$ cat config.mk
export PLATFORM = sky130hd
export DESIGN_NAME = multicycle_sequencer_flat
export DESIGN_NICKNAME = d
export VERILOG_FILES = /design/src/rtl/multicycle_sequencer_if.sv /design/src/rtl/multicycle_sequencer.sv /design/src/flat_wrapper.sv
export SDC_FILE = /design/constraint.sdc
export NUM_CORES = 1
export LEC_CHECK = 0
export CORE_MARGIN = 3
export CORE_UTILIZATION = 45
export CTS_CLUSTER_SIZE = 12
export DETAILED_ROUTE_END_ITERATION = 12
export GPL_TIMING_DRIVEN = 0
export PLACE_DENSITY = 0.81
export SYNTH_ARGS = -nofsm -noshare
export SYNTH_HDL_FRONTEND = slang
export SYNTH_SLANG_ARGS = --single-unit
$ cat constraint.sdc
create_clock -name clk -period 2.7 [get_ports clk]
set_clock_uncertainty 0.1 [all_clocks]
set_input_delay 0.405 -clock clk [delete_from_list [all_inputs] [get_ports clk]]
set_output_delay 0.405 -clock clk [all_outputs]
set_load 0.1 [all_outputs]
$ cat src/rtl/multicycle_sequencer_if.sv
// Control bundle between the multicycle sequencer and its memory/datapath.
// The master side (sequencer) drives the control strobes and status; the
// slave side (memory + datapath) returns read data, ready and branch outcome.
interface multicycle_sequencer_if;
  // Memory / datapath to sequencer
  logic [31:0] MemRData;
  logic        MemReady;
  logic        BranchTaken;

  // Sequencer to memory / datapath
  logic [31:0] Instr;
  logic        MemReq;
  logic        MemAddrSel;
  logic [1:0]  MemWrite;
  logic        IRWrite;
  logic        PCWrite;
  logic [1:0]  PCSrc;
  logic        RegWrite;
  logic [2:0]  State;
  logic        Illegal;
  logic [31:0] Retired;

  modport master (
    input  MemRData, MemReady, BranchTaken,
    output Instr, MemReq, MemAddrSel, MemWrite, IRWrite, PCWrite,
           PCSrc, RegWrite, State, Illegal, Retired
  );

  modport slave (
    output MemRData, MemReady, BranchTaken,
    input  Instr, MemReq, MemAddrSel, MemWrite, IRWrite, PCWrite,
           PCSrc, RegWrite, State, Illegal, Retired
  );
endinterface

$ cat src/rtl/multicycle_sequencer.sv
// Multicycle RISC-V style control sequencer.
// Walks FETCH -> DECODE -> EXECUTE -> (MEMACC) -> (WRITEBACK) per instruction,
// holds the instruction register and counts retired instructions. Control
// strobes are decoded combinationally from the current state, the held
// instruction and the live MemReady/BranchTaken inputs; they are forced low
// while reset is high so nothing fires during a reset cycle.
module multicycle_sequencer #(
  parameter logic [31:0] RESET_IR = 32'h00000013
) (
  input  logic                         clk,
  input  logic                         reset,
  multicycle_sequencer_if.master       bus
);

  typedef enum logic [2:0] {
    S_FETCH     = 3'd0,
    S_DECODE    = 3'd1,
    S_EXECUTE   = 3'd2,
    S_MEMACC    = 3'd3,
    S_WRITEBACK = 3'd4,
    S_ILLEGAL   = 3'd5
  } state_t;

  localparam logic [6:0] OP_LOAD   = 7'b0000011;
  localparam logic [6:0] OP_STORE  = 7'b0100011;
  localparam logic [6:0] OP_BRANCH = 7'b1100011;
  localparam logic [6:0] OP_JAL    = 7'b1101111;
  localparam logic [6:0] OP_JALR   = 7'b1100111;

  // Every opcode the sequencer knows how to run; anything else traps.
  localparam int NUM_OPS = 10;
  localparam logic [6:0] LEGAL_OPS [NUM_OPS] = '{
    7'b0110011, 7'b0000011, 7'b0010011, 7'b1100111, 7'b0100011,
    7'b1100011, 7'b0110111, 7'b0010111, 7'b1101111, 7'b0001011
  };

  state_t      state_reg;
  logic [31:0] instr_reg;
  logic [31:0] retired_reg;

  logic [6:0]  opcode;
  logic [2:0]  funct3;
  logic [NUM_OPS-1:0] op_hit;
  logic        op_legal;
  logic        is_load;
  logic        is_store;
  logic        is_branch;
  logic [1:0]  store_size;

  logic        mem_req;
  logic        mem_addr_sel;
  logic [1:0]  mem_write;
  logic        ir_write;
  logic        pc_write;
  logic [1:0]  pc_src;
  logic        reg_write;

  assign opcode    = instr_reg[6:0];
  assign funct3    = instr_reg[14:12];
  assign is_load   = (opcode == OP_LOAD);
  assign is_store  = (opcode == OP_STORE);
  assign is_branch = (opcode == OP_BRANCH);

  // One comparator per legal opcode, OR-reduced into the legality flag.
  genvar gi;
  generate
    for (gi = 0; gi < NUM_OPS; gi++) begin : g_legal
      assign op_hit[gi] = (opcode == LEGAL_OPS[gi]);
    end
  endgenerate
  assign op_legal = |op_hit;

  // Store width from funct3: SB=11, SH=10, SW and anything unexpected=01.
  always_comb begin
    case (funct3)
      3'b000:  store_size = 2'b11;
      3'b001:  store_size = 2'b10;
      default: store_size = 2'b01;
    endcase
  end

  // Control strobe decode; everything defaults low and stays low in reset.
  always_comb begin
    mem_req      = 1'b0;
    mem_addr_sel = 1'b0;
    mem_write    = 2'b00;
    ir_write     = 1'b0;
    pc_write     = 1'b0;
    pc_src       = 2'b00;
    reg_write    = 1'b0;
    if (!reset) begin
      case (state_reg)
        S_FETCH: begin
          mem_req  = 1'b1;
          ir_write = bus.MemReady;
        end
        S_EXECUTE: begin
          if (is_branch) begin
            pc_write = 1'b1;
            pc_src   = bus.BranchTaken ? 2'b01 : 2'b00;
          end
        end
        S_MEMACC: begin
          mem_req      = 1'b1;
          mem_addr_sel = 1'b1;
          if (is_store) begin
            mem_write = store_size;
            pc_write  = bus.MemReady;
          end
        end
        S_WRITEBACK: begin
          reg_write = 1'b1;
          pc_write  = 1'b1;
          if (opcode == OP_JAL)
            pc_src = 2'b01;
          else if (opcode == OP_JALR)
            pc_src = 2'b10;
        end
        default: ;
      endcase
    end
  end

  // State machine, instruction register and retire counter.
  always_ff @(posedge clk) begin
    if (reset) begin
      state_reg   <= S_FETCH;
      instr_reg   <= RESET_IR;
      retired_reg <= 32'd0;
    end else begin
      if (pc_write)
        retired_reg <= retired_reg + 32'd1;
      case (state_reg)
        S_FETCH: begin
          if (bus.MemReady) begin
            instr_reg <= bus.MemRData;
            state_reg <= S_DECODE;
          end
        end
        S_DECODE: begin
          state_reg <= op_legal ? S_EXECUTE : S_ILLEGAL;
        end
        S_EXECUTE: begin
          if (is_load || is_store)
            state_reg <= S_MEMACC;
          else if (is_branch)
            state_reg <= S_FETCH;
          else
            state_reg <= S_WRITEBACK;
        end
        S_MEMACC: begin
          if (bus.MemReady)
            state_reg <= is_load ? S_WRITEBACK : S_FETCH;
        end
        S_WRITEBACK: begin
          state_reg <= S_FETCH;
        end
        S_ILLEGAL: begin
          state_reg <= S_ILLEGAL;
        end
        default: begin
          state_reg <= S_FETCH;
        end
      endcase
    end
  end

  assign bus.Instr      = instr_reg;
  assign bus.MemReq     = mem_req;
  assign bus.MemAddrSel = mem_addr_sel;
  assign bus.MemWrite   = mem_write;
  assign bus.IRWrite    = ir_write;
  assign bus.PCWrite    = pc_write;
  assign bus.PCSrc      = pc_src;
  assign bus.RegWrite   = reg_write;
  assign bus.State      = state_reg;
  assign bus.Illegal    = (state_reg == S_ILLEGAL);
  assign bus.Retired    = retired_reg;

endmodule

$ cat src/flat_wrapper.sv
// flat-port wrapper written by rule: the top's interface ports become plain ports
module multicycle_sequencer_flat 
#(
  parameter logic [31:0] RESET_IR = 32'h00000013
)
  (clk, reset, bus_MemRData, bus_MemReady, bus_BranchTaken, bus_Instr, bus_MemReq, bus_MemAddrSel, bus_MemWrite, bus_IRWrite, bus_PCWrite, bus_PCSrc, bus_RegWrite, bus_State, bus_Illegal, bus_Retired);
  multicycle_sequencer_if bus_i ();
  input  logic clk;
  input  logic reset;
  input wire logic [$bits(bus_i.MemRData)-1:0] bus_MemRData;
  input wire logic [$bits(bus_i.MemReady)-1:0] bus_MemReady;
  input wire logic [$bits(bus_i.BranchTaken)-1:0] bus_BranchTaken;
  output wire logic [$bits(bus_i.Instr)-1:0] bus_Instr;
  output wire logic [$bits(bus_i.MemReq)-1:0] bus_MemReq;
  output wire logic [$bits(bus_i.MemAddrSel)-1:0] bus_MemAddrSel;
  output wire logic [$bits(bus_i.MemWrite)-1:0] bus_MemWrite;
  output wire logic [$bits(bus_i.IRWrite)-1:0] bus_IRWrite;
  output wire logic [$bits(bus_i.PCWrite)-1:0] bus_PCWrite;
  output wire logic [$bits(bus_i.PCSrc)-1:0] bus_PCSrc;
  output wire logic [$bits(bus_i.RegWrite)-1:0] bus_RegWrite;
  output wire logic [$bits(bus_i.State)-1:0] bus_State;
  output wire logic [$bits(bus_i.Illegal)-1:0] bus_Illegal;
  output wire logic [$bits(bus_i.Retired)-1:0] bus_Retired;
  assign bus_i.MemRData = bus_MemRData;
  assign bus_i.MemReady = bus_MemReady;
  assign bus_i.BranchTaken = bus_BranchTaken;
  assign bus_Instr = bus_i.Instr;
  assign bus_MemReq = bus_i.MemReq;
  assign bus_MemAddrSel = bus_i.MemAddrSel;
  assign bus_MemWrite = bus_i.MemWrite;
  assign bus_IRWrite = bus_i.IRWrite;
  assign bus_PCWrite = bus_i.PCWrite;
  assign bus_PCSrc = bus_i.PCSrc;
  assign bus_RegWrite = bus_i.RegWrite;
  assign bus_State = bus_i.State;
  assign bus_Illegal = bus_i.Illegal;
  assign bus_Retired = bus_i.Retired;
  multicycle_sequencer #(.RESET_IR(RESET_IR)) u_core (.clk(clk), .reset(reset), .bus(bus_i));
endmodule
==> impl_results.rst, run 1 <==
.. list-table::
   :header-rows: 1

   * - Metric
     - Value
   * - Synthesized instance count
     - 390
   * - Total die area
     - 7930 um2
   * - Synthesized Nets
     - ~430
   * - Most frequent standard cell in the layout excluding fill and tap cells
     - sky130_fd_sc_hd__clkdlybuf4s50_1
   * - Synth warnings
     - 0
   * - Fin. max-slew vios
     - 0
   * - Maximum clock insertion buffer count
     - 2
   * - Routed Antenna Nets
     - 0
   * - Final count of negative-setup-slack endpoints
     - 0
   * - Worst path max stage delay
     - 0.50 ns
   * - Vias after detailed routing
     - 3226
   * - Share of the core filled with cells in the final layout
     - 0.717
   * - Switching power
     - approximately 1.2 mW
   * - First-pass GRT wire length
     - 13.9 mm
   * - Cell chosen for the clock root
     - sky130_fd_sc_hd__clkbuf_8
   * - Clock tree from TritonCTS
     - yes
   * - First-pass detailed-route iteration total
     - 4
   * - P_int
     - between 1.5 and 2 mW
   * - Row cnt
     - 29
   * - Area after DPL
     - 4460 um2
   * - # H-tree levels
     - 3
   * - Overall overflow remaining after global route
     - 0
   * - Number of sinks handled by clock tree synthesis
     - 67
   * - Post-synth EDFFs
     - 0
   * - Number of global-route vias before repair
     - 2906
   * - Power density cells
     - 636 nW/um2
   * - Total placed cells including tap cells
     - 579
   * - Switching portion of total power
     - 0.391
   * - Initial standard-cell utilization of the core
     - 0.475
   * - Antenna violations before repair
     - 0
   * - Synthesis-stage register bit count
     - 67
   * - Clock transition at the register clock pins on the worst setup and hold paths after CTS
     - 0.08 ns
   * - Slowest library cell on the worst path
     - sky130_fd_sc_hd__clkdlybuf4s50_1
   * - Critical path peak fanout
     - 10
   * - Launch point of the worst hold path
     - u_core.bus.Instr[31]
   * - WHS
     - ~0.36 ns
   * - Fraction of the cycle the final worst path needs
     - 0.979
   * - DRC violation count after routing
     - 0
   * - X dimension of the die
     - just under 90 um
   * - Filler instances
     - 522
   * - CP Launch Type
     - primary input
   * - Post-layout net count
     - 549
   * - Hold Path Class
     - reg -> reg
   * - Number of DRC violations after detailed-routing iteration 0
     - 209
   * - RD Place Congestion
     - 0.871
   * - Non-filler instance count after layout
     - 594
   * - Crit path time final
     - between 2 and 3 ns
   * - Antenna Diode Count
     - 0
   * - Peak supply drop
     - between 0.5 and 0.6 mV
   * - Proportion of synthesized chip area in sequential cells
     - 0.432
   * - Static Leakage
     - 1.60 nW
   * - Area grow syn2layout
     - 51.0%
   * - Transition time at the pin with the least slew margin
     - 0.993 ns
   * - Final Hold Fails
     - 0
   * - Count of pins on the block boundary
     - around 110
   * - Pre-CTS worst setup slack
     - -1.14 ns
   * - Unique masters post-synth
     - 42
   * - Result of the run
     - finished, final reports clean
   * - Detailed Route WL
     - just under 9 mm
   * - Maximum number of pins on one net before global-route repair
     - 16
   * - FF-to-FF Start
     - u_core.bus.State[1]
   * - Setup repair after global routing missed its margin
     - yes
   * - CP startpoint
     - reset
   * - Proportion of register bits with asynchronous set or reset after synthesis
     - 0
   * - Estimated wirelength of the detail-placed design
     - around 6.6 mm
   * - Register share of total power
     - 0.368
   * - Number of buffers inserted during clock tree synthesis
     - 9
   * - Finished layout cell area
     - approximately 4700 um2
   * - Core footprint
     - 6530 um2
   * - Routed vias/inst
     - 5.43
   * - Post-synthesis instance area
     - 3100 um2
   * - Flip-flop cell with the highest count after synthesis
     - sky130_fd_sc_hd__dfxtp_1
   * - Gate power share
     - 0.330
   * - Critical path type
     - in -> out
   * - Height of the die
     - just under 90 um
   * - Crit path required time
     - 2.19 ns
   * - Portion of total power attributed to the clock network
     - 0.302
   * - CP Data Arrival Time
     - 2.14 ns
   * - Max-slew headroom at the worst pin
     - 0.336
   * - Avg Cell Area, Syn
     - between 7 and 8 um2
   * - Port Buffers
     - ~110
   * - Total Routing Usage GR
     - 0.223
   * - Share of final-layout standard cells stronger than drive strength 1
     - 0.159
   * - Most frequent cells in the layout
     - sky130_fd_sc_hd__clkdlybuf4s50_1 (102), sky130_fd_sc_hd__nand2_1 (80), sky130_fd_sc_hd__a21oi_1 (45)
   * - Clk_lat worst skew
     - 0.34 ns
   * - Endpoint type of the worst setup path
     - output port
   * - Wire length per cell after detailed routing
     - 14.9 um
   * - Achievable Freq
     - around 0.38 GHz
   * - Final worst setup slack
     - 0.0555 ns
   * - Max Cap Violations
     - 0
   * - Cell-by-cell listing of the critical path
     - clkdlybuf4s50_1 -> clkbuf_2 -> nor3_4 -> nand4_1 -> buf_4 -> nor3_4 -> buf_4
==> critical path: cells and delay by family <==
kind | cells | cell delay, ns
buffers and inverters | 4 | 1.28
AND/OR/NAND/NOR | 3 | 0.44
==> through the flow <==
| step | power, mW | TNS, ns |
|---|---|---|
| 2_1_floorplan | 1.85 | -1.07 |
| 3_3_place_gp | 2.09 | -7.09 |
| 3_5_place_dp | 2.10 | -7.86 |
| 4_1_cts | 3.00 | 0 |
| 5_1_grt | 3.10 | -0.0651 |
| 6_report | 2.98 | 0 |
==> power groups by stage <==
stage	sequential (mW)	clock (mW)	combinational [mW]
6_report	1.10	0.901	0.985
5_1_grt	1.10	0.957	1.03
4_1_cts	1.10	0.915	0.987
3_5_place_dp	1.12	0	0.984
3_3_place_gp	1.12	0	0.972
2_1_floorplan	1.54	0	0.309
==> final timing paths <==
kind	endpoint	slack, ns	cells after the start
worst max register to register	u_core.bus.Retired[31]	0.36	7
worst min register to register	u_core.bus.Instr[31]	0.36	2
worst max-delay path	bus_MemWrite[1]	0.06	7
worst min-delay path	u_core.bus.Instr[31]	0.36	2
==> logic make-up after synthesis <==
group	count (synthesis)	synth area share
simple gates	200	0.335
mux	1	0.00323
buf+inv	32	0.0415
xor+xnor	18	0.0508
flops	67	0.432
fa+ha+maj	1	0.00403
compound gates	71	0.133
==> cell type report <==
class | instances | area (um2) | area share
plain buffers | 26 | 126 | 0.0270
clock buffers | 11 | 163 | 0.0347
clock inverters | 5 | 58.8 | 0.0126
inverters | 4 | 15.0 | 0.00320
multi-input cells | 291 | 1730 | 0.370
flip-flops and latches | 67 | 1380 | 0.295
well taps | 77 | 96.3 | 0.0206
repair buffers | 113 | 1110 | 0.237
==> cells in the mapped netlist, types with 2 or more instances <==
master | n | area (um2)
sky130_fd_sc_hd__nand3b_1 | 3 | 22.5
sky130_fd_sc_hd__inv_1 | 4 | 15.0
sky130_fd_sc_hd__nand3_1 | 13 | 65.1
sky130_fd_sc_hd__or4_1 | 6 | 45.0
sky130_fd_sc_hd__nand4_1 | 5 | 31.3
sky130_fd_sc_hd__or3_1 | 10 | 62.6
sky130_fd_sc_hd__a31oi_1 | 2 | 12.5
sky130_fd_sc_hd__buf_2 | 3 | 15.0
sky130_fd_sc_hd__nor3b_1 | 2 | 15.0
sky130_fd_sc_hd__clkbuf_1 | 23 | 86.3
sky130_fd_sc_hd__and3_1 | 4 | 25.0
sky130_fd_sc_hd__and2_1 | 2 | 12.5
sky130_fd_sc_hd__nor2b_1 | 2 | 12.5
sky130_fd_sc_hd__and4_1 | 6 | 52.6
sky130_fd_sc_hd__nand2_1 | 81 | 304
sky130_fd_sc_hd__nor2_1 | 28 | 105
sky130_fd_sc_hd__dfxtp_1 | 67 | 1340
sky130_fd_sc_hd__nand2b_1 | 5 | 31.3
sky130_fd_sc_hd__xnor2_1 | 18 | 158
sky130_fd_sc_hd__a211oi_1 | 2 | 15.0
sky130_fd_sc_hd__nor3_1 | 6 | 30.0
sky130_fd_sc_hd__and3b_1 | 2 | 17.5
sky130_fd_sc_hd__o31ai_1 | 7 | 52.6
sky130_fd_sc_hd__or4b_2 | 2 | 20.0
sky130_fd_sc_hd__a21oi_1 | 46 | 230
sky130_fd_sc_hd__nor4b_1 | 3 | 26.3
sky130_fd_sc_hd__nor4_1 | 14 | 87.6
sky130_fd_sc_hd__o21ai_0 | 10 | 50.1
==> state kept, by name, summed over array words and instances (netlist names) <==
signal	flops
u_core.bus.Instr	32
u_core.bus.Retired	32
u_core.bus.State	3
==> what timing repair did <==
action,CTS,global route
endpoints found under the setup margin,10,5
hold buffers,0,0
setup buffers,0,1
pin swaps,0,1
resized for setup,53,7
==> routing by layer <==
metal / share of wire / GRT usage / vias to the layer above / wire length [um]
met3: 0.074 / 0.0581 / 12 / 657
li1: - / - / 1616 / -
met5: 0 / 0 / - / 0
met4: 0.017 / 0.0798 / 0 / 147
met1: 0.43 / 0.291 / 1498 / 3800
met2: 0.48 / 0.357 / 100 / 4270
(Power assumes the default switching activity.)
==> run 2, diff against run 1 <==
CTS_CLUSTER_DIAMETER = 200   (was unset)
==> results of run 2 <==
Final layout, timing and power as in run 1 (identical DEF).
